## src/rtl/ctrl_seq.sv

```systemverilog
// ctrl_seq: multi-cycle control sequencer for a small 9-bit instruction set.
//
// Walks each instruction through FETCH -> DECODE -> EXEC -> (MEM) -> (WB) and
// sequences the ALU, register file and data memory strobes. The sequencer
// stops in HALT when it fetches HALT_WORD. It starts from PC=0 on Start.
//
// Parameters
//   PC_W       program-counter width
//   HALT_WORD  instruction word that stops execution
//
// Ports
//   CLK         in   clock, all state updates on the rising edge
//   Reset       in   asynchronous active-high reset
//   Start       in   begin execution at PC=0 (honoured in IDLE and HALT only)
//   Instr       in   fetched word: [8:7] op, [6:5] func, [4:3] RegA, [2:0] RegB/imm
//   InstrValid  in   instruction memory ack, Instr valid this cycle
//   Zero        in   ALU zero flag (beq condition)
//   MemReady    in   data memory has finished the current access
//   InstrReq    out  fetch request
//   PC          out  current instruction address
//   ALUOp       out  ALU op field
//   ALUFunc     out  ALU function field
//   Immediate   out  ALU immediate, also the RegB address
//   RegA        out  register-file address A
//   RegWrEn     out  register write strobe
//   MemRd       out  data memory read strobe
//   MemWr       out  data memory write strobe
//   Done        out  program halted
//   CycleCount  out  execution cycle count
//
// Optional feature
//   CTRL_SEQ_CYCLE_CNT_EN  when defined, CycleCount counts the cycles spent
//                          outside IDLE and HALT. It saturates at 16'hFFFF and
//                          clears on an accepted Start. When undefined,
//                          CycleCount is tied to zero.

module ctrl_seq #(
  parameter int unsigned PC_W      = 8,
  parameter logic [8:0]  HALT_WORD = 9'h1FF
) (
  input  logic            CLK,
  input  logic            Reset,
  input  logic            Start,
  input  logic [8:0]      Instr,
  input  logic            InstrValid,
  input  logic            Zero,
  input  logic            MemReady,
  output logic            InstrReq,
  output logic [PC_W-1:0] PC,
  output logic [1:0]      ALUOp,
  output logic [1:0]      ALUFunc,
  output logic [2:0]      Immediate,
  output logic [1:0]      RegA,
  output logic            RegWrEn,
  output logic            MemRd,
  output logic            MemWr,
  output logic            Done,
  output logic [15:0]     CycleCount
);

  localparam logic [2:0] StIdle   = 3'd0;
  localparam logic [2:0] StFetch  = 3'd1;
  localparam logic [2:0] StDecode = 3'd2;
  localparam logic [2:0] StExec   = 3'd3;
  localparam logic [2:0] StMem    = 3'd4;
  localparam logic [2:0] StWb     = 3'd5;
  localparam logic [2:0] StHalt   = 3'd6;

  logic [2:0]      state_q, state_d;
  logic [PC_W-1:0] pc_q, pc_d;
  logic [8:0]      ir_q, ir_d;

  // Instruction fields and classes, all taken from the latched IR.
  logic [1:0]      ir_op;
  logic [1:0]      ir_fn;
  logic            is_beq;
  logic            is_sw;
  logic            is_lw;
  logic            is_halt;
  logic [PC_W-1:0] pc_inc;
  logic [PC_W-1:0] pc_branch;

  assign ir_op   = ir_q[8:7];
  assign ir_fn   = ir_q[6:5];
  assign is_beq  = (ir_op == 2'b00) && (ir_fn == 2'b01);
  assign is_sw   = (ir_op == 2'b01) && (ir_fn == 2'b00);
  assign is_lw   = (ir_op == 2'b01) && (ir_fn == 2'b01);
  assign is_halt = (ir_q == HALT_WORD);

  // Both adds wrap modulo 2^PC_W. The branch offset is the 3-bit immediate
  // sign-extended, so 3'b111 steps back by one.
  assign pc_inc    = pc_q + PC_W'(1);
  assign pc_branch = pc_q + PC_W'($signed(ir_q[2:0]));

  // Next-state, PC and IR.
  always_comb begin
    state_d = state_q;
    pc_d    = pc_q;
    ir_d    = ir_q;
    case (state_q)
      StIdle, StHalt: begin
        if (Start) begin
          state_d = StFetch;
          pc_d    = '0;
        end
      end
      StFetch: begin
        // Wait indefinitely for the instruction memory.
        if (InstrValid) begin
          ir_d    = Instr;
          state_d = StDecode;
        end
      end
      StDecode: begin
        state_d = is_halt ? StHalt : StExec;
      end
      StExec: begin
        if (is_beq) begin
          pc_d    = Zero ? pc_branch : pc_inc;
          state_d = StFetch;
        end else if (is_sw || is_lw) begin
          state_d = StMem;
        end else begin
          state_d = StWb;
        end
      end
      StMem: begin
        // A store retires here. A load goes on to write back its data.
        if (MemReady) begin
          if (is_sw) begin
            pc_d    = pc_inc;
            state_d = StFetch;
          end else begin
            state_d = StWb;
          end
        end
      end
      StWb: begin
        pc_d    = pc_inc;
        state_d = StFetch;
      end
      default: begin
        state_d = StIdle;
        pc_d    = '0;
      end
    endcase
  end

  always_ff @(posedge CLK or posedge Reset) begin
    if (Reset) begin
      state_q <= StIdle;
      pc_q    <= '0;
      ir_q    <= '0;
    end else begin
      state_q <= state_d;
      pc_q    <= pc_d;
      ir_q    <= ir_d;
    end
  end

  // Outputs decode only from registered state. An asynchronous reset
  // therefore clears every strobe at once, with no clock edge needed.
  logic in_body;
  assign in_body = (state_q == StDecode) || (state_q == StExec) ||
                   (state_q == StMem)    || (state_q == StWb);

  always_comb begin
    InstrReq  = (state_q == StFetch);
    MemRd     = (state_q == StMem) && is_lw;
    MemWr     = (state_q == StMem) && is_sw;
    RegWrEn   = (state_q == StWb);
    Done      = (state_q == StHalt);
    ALUOp     = 2'b00;
    ALUFunc   = 2'b00;
    Immediate = 3'b000;
    RegA      = 2'b00;
    if (in_body) begin
      ALUOp     = ir_q[8:7];
      ALUFunc   = ir_q[6:5];
      RegA      = ir_q[4:3];
      Immediate = ir_q[2:0];
    end
  end

  assign PC = pc_q;

`ifdef CTRL_SEQ_CYCLE_CNT_EN
  logic [15:0] cnt_q, cnt_d;
  logic        start_go;
  logic        running;

  assign start_go = Start && ((state_q == StIdle) || (state_q == StHalt));
  assign running  = (state_q != StIdle) && (state_q != StHalt);

  always_comb begin
    cnt_d = cnt_q;
    if (start_go) begin
      cnt_d = '0;
    end else if (running && (cnt_q != 16'hFFFF)) begin
      cnt_d = cnt_q + 16'd1;
    end
  end

  always_ff @(posedge CLK or posedge Reset) begin
    if (Reset) begin
      cnt_q <= '0;
    end else begin
      cnt_q <= cnt_d;
    end
  end

  assign CycleCount = cnt_q;
`else
  assign CycleCount = 16'd0;
`endif

endmodule

```

## config.mk

```make
export PLATFORM = sky130hd
export DESIGN_NAME = ctrl_seq
export DESIGN_NICKNAME = d
export VERILOG_FILES = /design/src/rtl/ctrl_seq.sv
export SDC_FILE = /design/constraint.sdc
export NUM_CORES = 1
export LEC_CHECK = 0
export CAP_MARGIN = 5
export CORE_UTILIZATION = 39
export CTS_CLUSTER_SIZE = 8
export DETAILED_ROUTE_END_ITERATION = 6
export PLACE_DENSITY = 0.68
export SLEW_MARGIN = 5
export SYNTH_ARGS = -nofsm -noshare
export SYNTH_HDL_FRONTEND = slang
export SYNTH_SLANG_ARGS = --single-unit
```

## constraint.sdc

```tcl
create_clock -name CLK -period 2.2 [get_ports CLK]
set_input_delay 0.55 -clock CLK [delete_from_list [all_inputs] [get_ports CLK]]
set_output_delay 0.55 -clock CLK [all_outputs]
set_load 0.02 [all_outputs]
```

==> results of run 1 <==
## worst max path at each step
stage	endpoint	slack, ns	cells after the start
6_report	PC[3]	0.09	6
5_1_grt	PC[3]	0.0007	6
4_1_cts	MemWr	0.004	3
3_5_place_dp	PC[3]	-0.09	6
3_3_place_gp	PC[2]	-0.08	6
2_1_floorplan	MemRd	0.06	2
## power by group through the flow
stage               logic (W)  clock network (W)  registers (W)
floorplan             0.00147                  0       0.000788
global placement      0.00229                  0       0.000722
detailed placement    0.00232                  0       0.000729
CTS                   0.00226           0.000287       0.000724
global route          0.00251           0.000304       0.000755
finish                0.00226           0.000280       0.000726
## cell type report
type / instances / area share
multi-input combinational: 163 / 0.491
timing repair buffer: 60 / 0.220
sequential: 20 / 0.214
tap: 52 / 0.0278
clock buffer: 4 / 0.0235
inverter: 14 / 0.0225
## state kept, by name, summed over array words and instances (netlist names)
register and cells:
PC 8, state_q 3, ir_q 9
## Yosys cell counts, types with 3 or more instances
library cell / number
o21ai_0: 14
and2_1: 8
a21oi_1: 5
nor2_1: 9
o22ai_1: 4
nand2_1: 12
and3_1: 3
nand2b_1: 4
nand4_1: 3
nor3_1: 4
o32ai_1: 3
mux2_2: 8
a211o_1: 3
a22o_1: 5
ha_1: 8
buf_4: 17
o21a_1: 3
xor2_1: 4
nand3_1: 5
inv_1: 14
dfrtp_1: 20
## layer usage
| metal | vias to the layer above | track usage | wire (um) |
|---|---|---|---|
| met3 | 6 | 0.0289 | 224 |
| met1 | 787 | 0.243 | 1990 |
| li1 | 830 | - | - |
| met5 | - | 0 | 0 |
| met4 | 0 | 0.0422 | 43 |
| met2 | 51 | 0.296 | 2000 |
## timing repair
| item | in CTS | in global routing |
|---|---|---|
| endpoints found under the hold margin | 0 | 0 |
| resized for setup | 20 | 4 |
| setup endpoints to repair | 14 | 3 |
## per-stage QoR
step,instances,setup TNS [ns],total power [W],instance area (sq um),utilization
after global placement,309,-0.417,0.00301,2300,0.521
after detailed placement,309,-0.584,0.00305,2300,0.521
after floorplan,220,0,0.00226,1880,-
after global routing,313,0,0.00357,2340,0.530
final,313,0,0.00327,2340,0.530
after CTS,313,0,0.00327,2340,0.530
## cell families after synthesis
kind of cell,synth area share
AND/OR/NAND/NOR,0.223
adder cells (fa/ha/maj),0.0658
other,0.00205
buffers and inverters,0.133
AO/OA/AOI/OAI,0.223
XOR/XNOR,0.0192
multiplexers,0.0603
flip-flops,0.274
## worst max-delay path: stages (launching register included)
cell,delay [ns]
dfrtp_1,0.38
or3b_4,0.41
buf_4,0.15
or4_4,0.49
o2111ai_4,0.20
o21ai_1,0.13
a22o_1,0.25
==> implementation parameters, run 1 <==
Parameter                              Value

Outcome
  Status ... complete, no violations

Die
  Die Ht ... a little over 70 um
  Number of placed I/O pins ... 53
  Width of the die ... roughly 70 um
  Starting Density ... 0.414
  Die ar. ... 4960 sq um
  Floorplan row count ... 24
  Core Area ... between 4000 and 5000 sq um

Timing
  Slew Viols, Final ... 0
  Final hold violation count ... 0
  Tightest Pin Transition ... 0.503 ns
  Setup repair after global routing missed its margin ... false
  Final cycle utilization of the critical path ... 0.958
  Tmin final ... 2.11 ns
  Setup WS post-layout ... 0.0913 ns
  Worst setup skew after layout ... about 0.0011 ns
  WHS ... 0.556 ns
  Highest attainable clock frequency ... ~470 MHz
  Tightest slew margin relative to the limit ... 0.664
  Setup violations, final ... 0

GRT
  Number of antenna violations at the first check in global routing ... 0
  Vias in the first global route ... roughly 1,600
  Overflow left after global routing ... 0
  First-pass GRT wire length ... 7.30 mm
  Pin count of the biggest net entering global routing ... 21
  Global-route usage over all layers ... 0.179

Pwr
  Clock power share ... 0.086
  Switching fraction of total power ... 0.460
  Static Leak ... 1.08 nW
  Cell area power density ... 1400 nW/um^2
  Sequential share of power ... 0.222
  Comb power frac ... 0.692
  Maximum vdd ir drop ... between 600 and 700 uV
  Sw power ... 0.00150 W
  Int Pwr ... 0.00177 W

Clocking
  Number of buffers added by the clock tree synthesis step ... 3
  Clock root buffer ... clkbuf_8
  Clock latency on the worst-skew pair ... 0.26 ns
  H-tree levels ... 1
  Clock sink count ... 20
  Clock input transition at the sequential cells of the worst setup and hold paths ... 0.07 ns
  Clk buf depth ... 2
  Number of buffers added to fix hold violations after cts ... 0
  Post-CTS Setup Bufs ... 0
  TritonCTS clock tree ... built

Synthesis
  Average cell area after synthesis ... between 8 and 9 sq um
  Cells after synthesis ... just over 200
  Number of flops mapped to enable cells by yosys ... 0
  Post-synthesis instance area ... 1830 sq um
  Register bit total from synthesis ... 20
  Biggest area consumer among synthesized cells ... dfrtp_1
  Yosys synthesis warning count ... 0
  Post-synthesis cell type count ... 59
  Async set-or-reset flop fraction in the synthesized netlist ... 1.00
  Fraction of the yosys area taken by sequential cells ... 0.274
  Leading cell types by total area after synthesis ... dfrtp_1 27%, buf_4 7.0%, ha_1 5.5%, mux2_2 4.9%, o21ai_0 3.8%
  Prevailing post-synth register cell ... dfrtp_1
  Area share of the leading cell type in the synthesized netlist ... 0.274

Layout
  Most frequent cells in the layout ... 24 x buf_4, 22 x clkdlybuf4s50_1, 19 x dfrtp_1
  Most common cell after layout, fill and taps aside ... buf_4
  P&R area growth vs syn ... 28.1%
  FILL cells ... 434
  Sequential standard cell area ... 502 sq um
  Share of layout cells above drive strength 1 ... 0.211
  Layout net count ... about 290
  Multi-input logic area ... 1150 sq um
  Number of antenna cells inserted ... 0

Min path
  Worst min-delay path endpoint ... ir_q[4]
  Worst hold stages ... 1
  Worst min-delay path category ... flip-flop to flip-flop
  Launch point of the worst hold path ... ir_q[4]

Setup path
  Worst-path maximum fanout ... 16
  Element type at the critical path end ... flip-flop
  Worst setup path class ... flip-flop to flip-flop
  Register-to-register setup slack ... between 0.09 and 0.1 ns
  Startpoint of the worst-slack reg-to-reg timing path ... ir_q[6]
  Setup crit start ... ir_q[6]
  Data required time at the worst endpoint ... 2.35 ns
  Endpoint of the worst-slack reg-to-reg timing path ... PC[3]
  Data arrival at the endpoint of the critical path ... 2.26 ns
  Critical Path Start Type ... flip-flop
  FF-to-FF path depth ... 6

Route
  First DRT Iteration DRCs ... 101
  Total Wirelength ... 4.26 mm
  Routed wire length per instance ... 13.6 um
  Pre-antenna DRT Iters ... 4
  DRC ... 0
  Total via count after detailed routing ... between 1,500 and 2,000
  Count of nets left with antenna violations after detail routing ... 0
  Via count normalized by instance count ... approximately 5.3

Job
  Max Cap Violations ... 0

Placed design
  # port buffers ... 36
  Minimum setup slack after placement ... -0.0938 ns
  Last weighted congestion value of the routability-driven placer ... 0.829
  Half-perimeter wire length after placement ... approximately 3.3 mm
Note: power is estimated with default switching activity, not from simulation.
==> inputs of run 2 (changes only) <==
Settings changed: GPL_ROUTABILITY_DRIVEN set to 0, HOLD_SLACK_MARGIN set to 0.02.
==> results of run 2 <==
The final DEF is identical to that of run 1; final timing and power are the same.
==> inputs of run 3 (changes only) <==
Settings changed: CAP_MARGIN 5 to 20, SLEW_MARGIN 5 to 20.
==> results of run 3 <==
The final DEF is identical to that of run 1; final timing and power are the same.
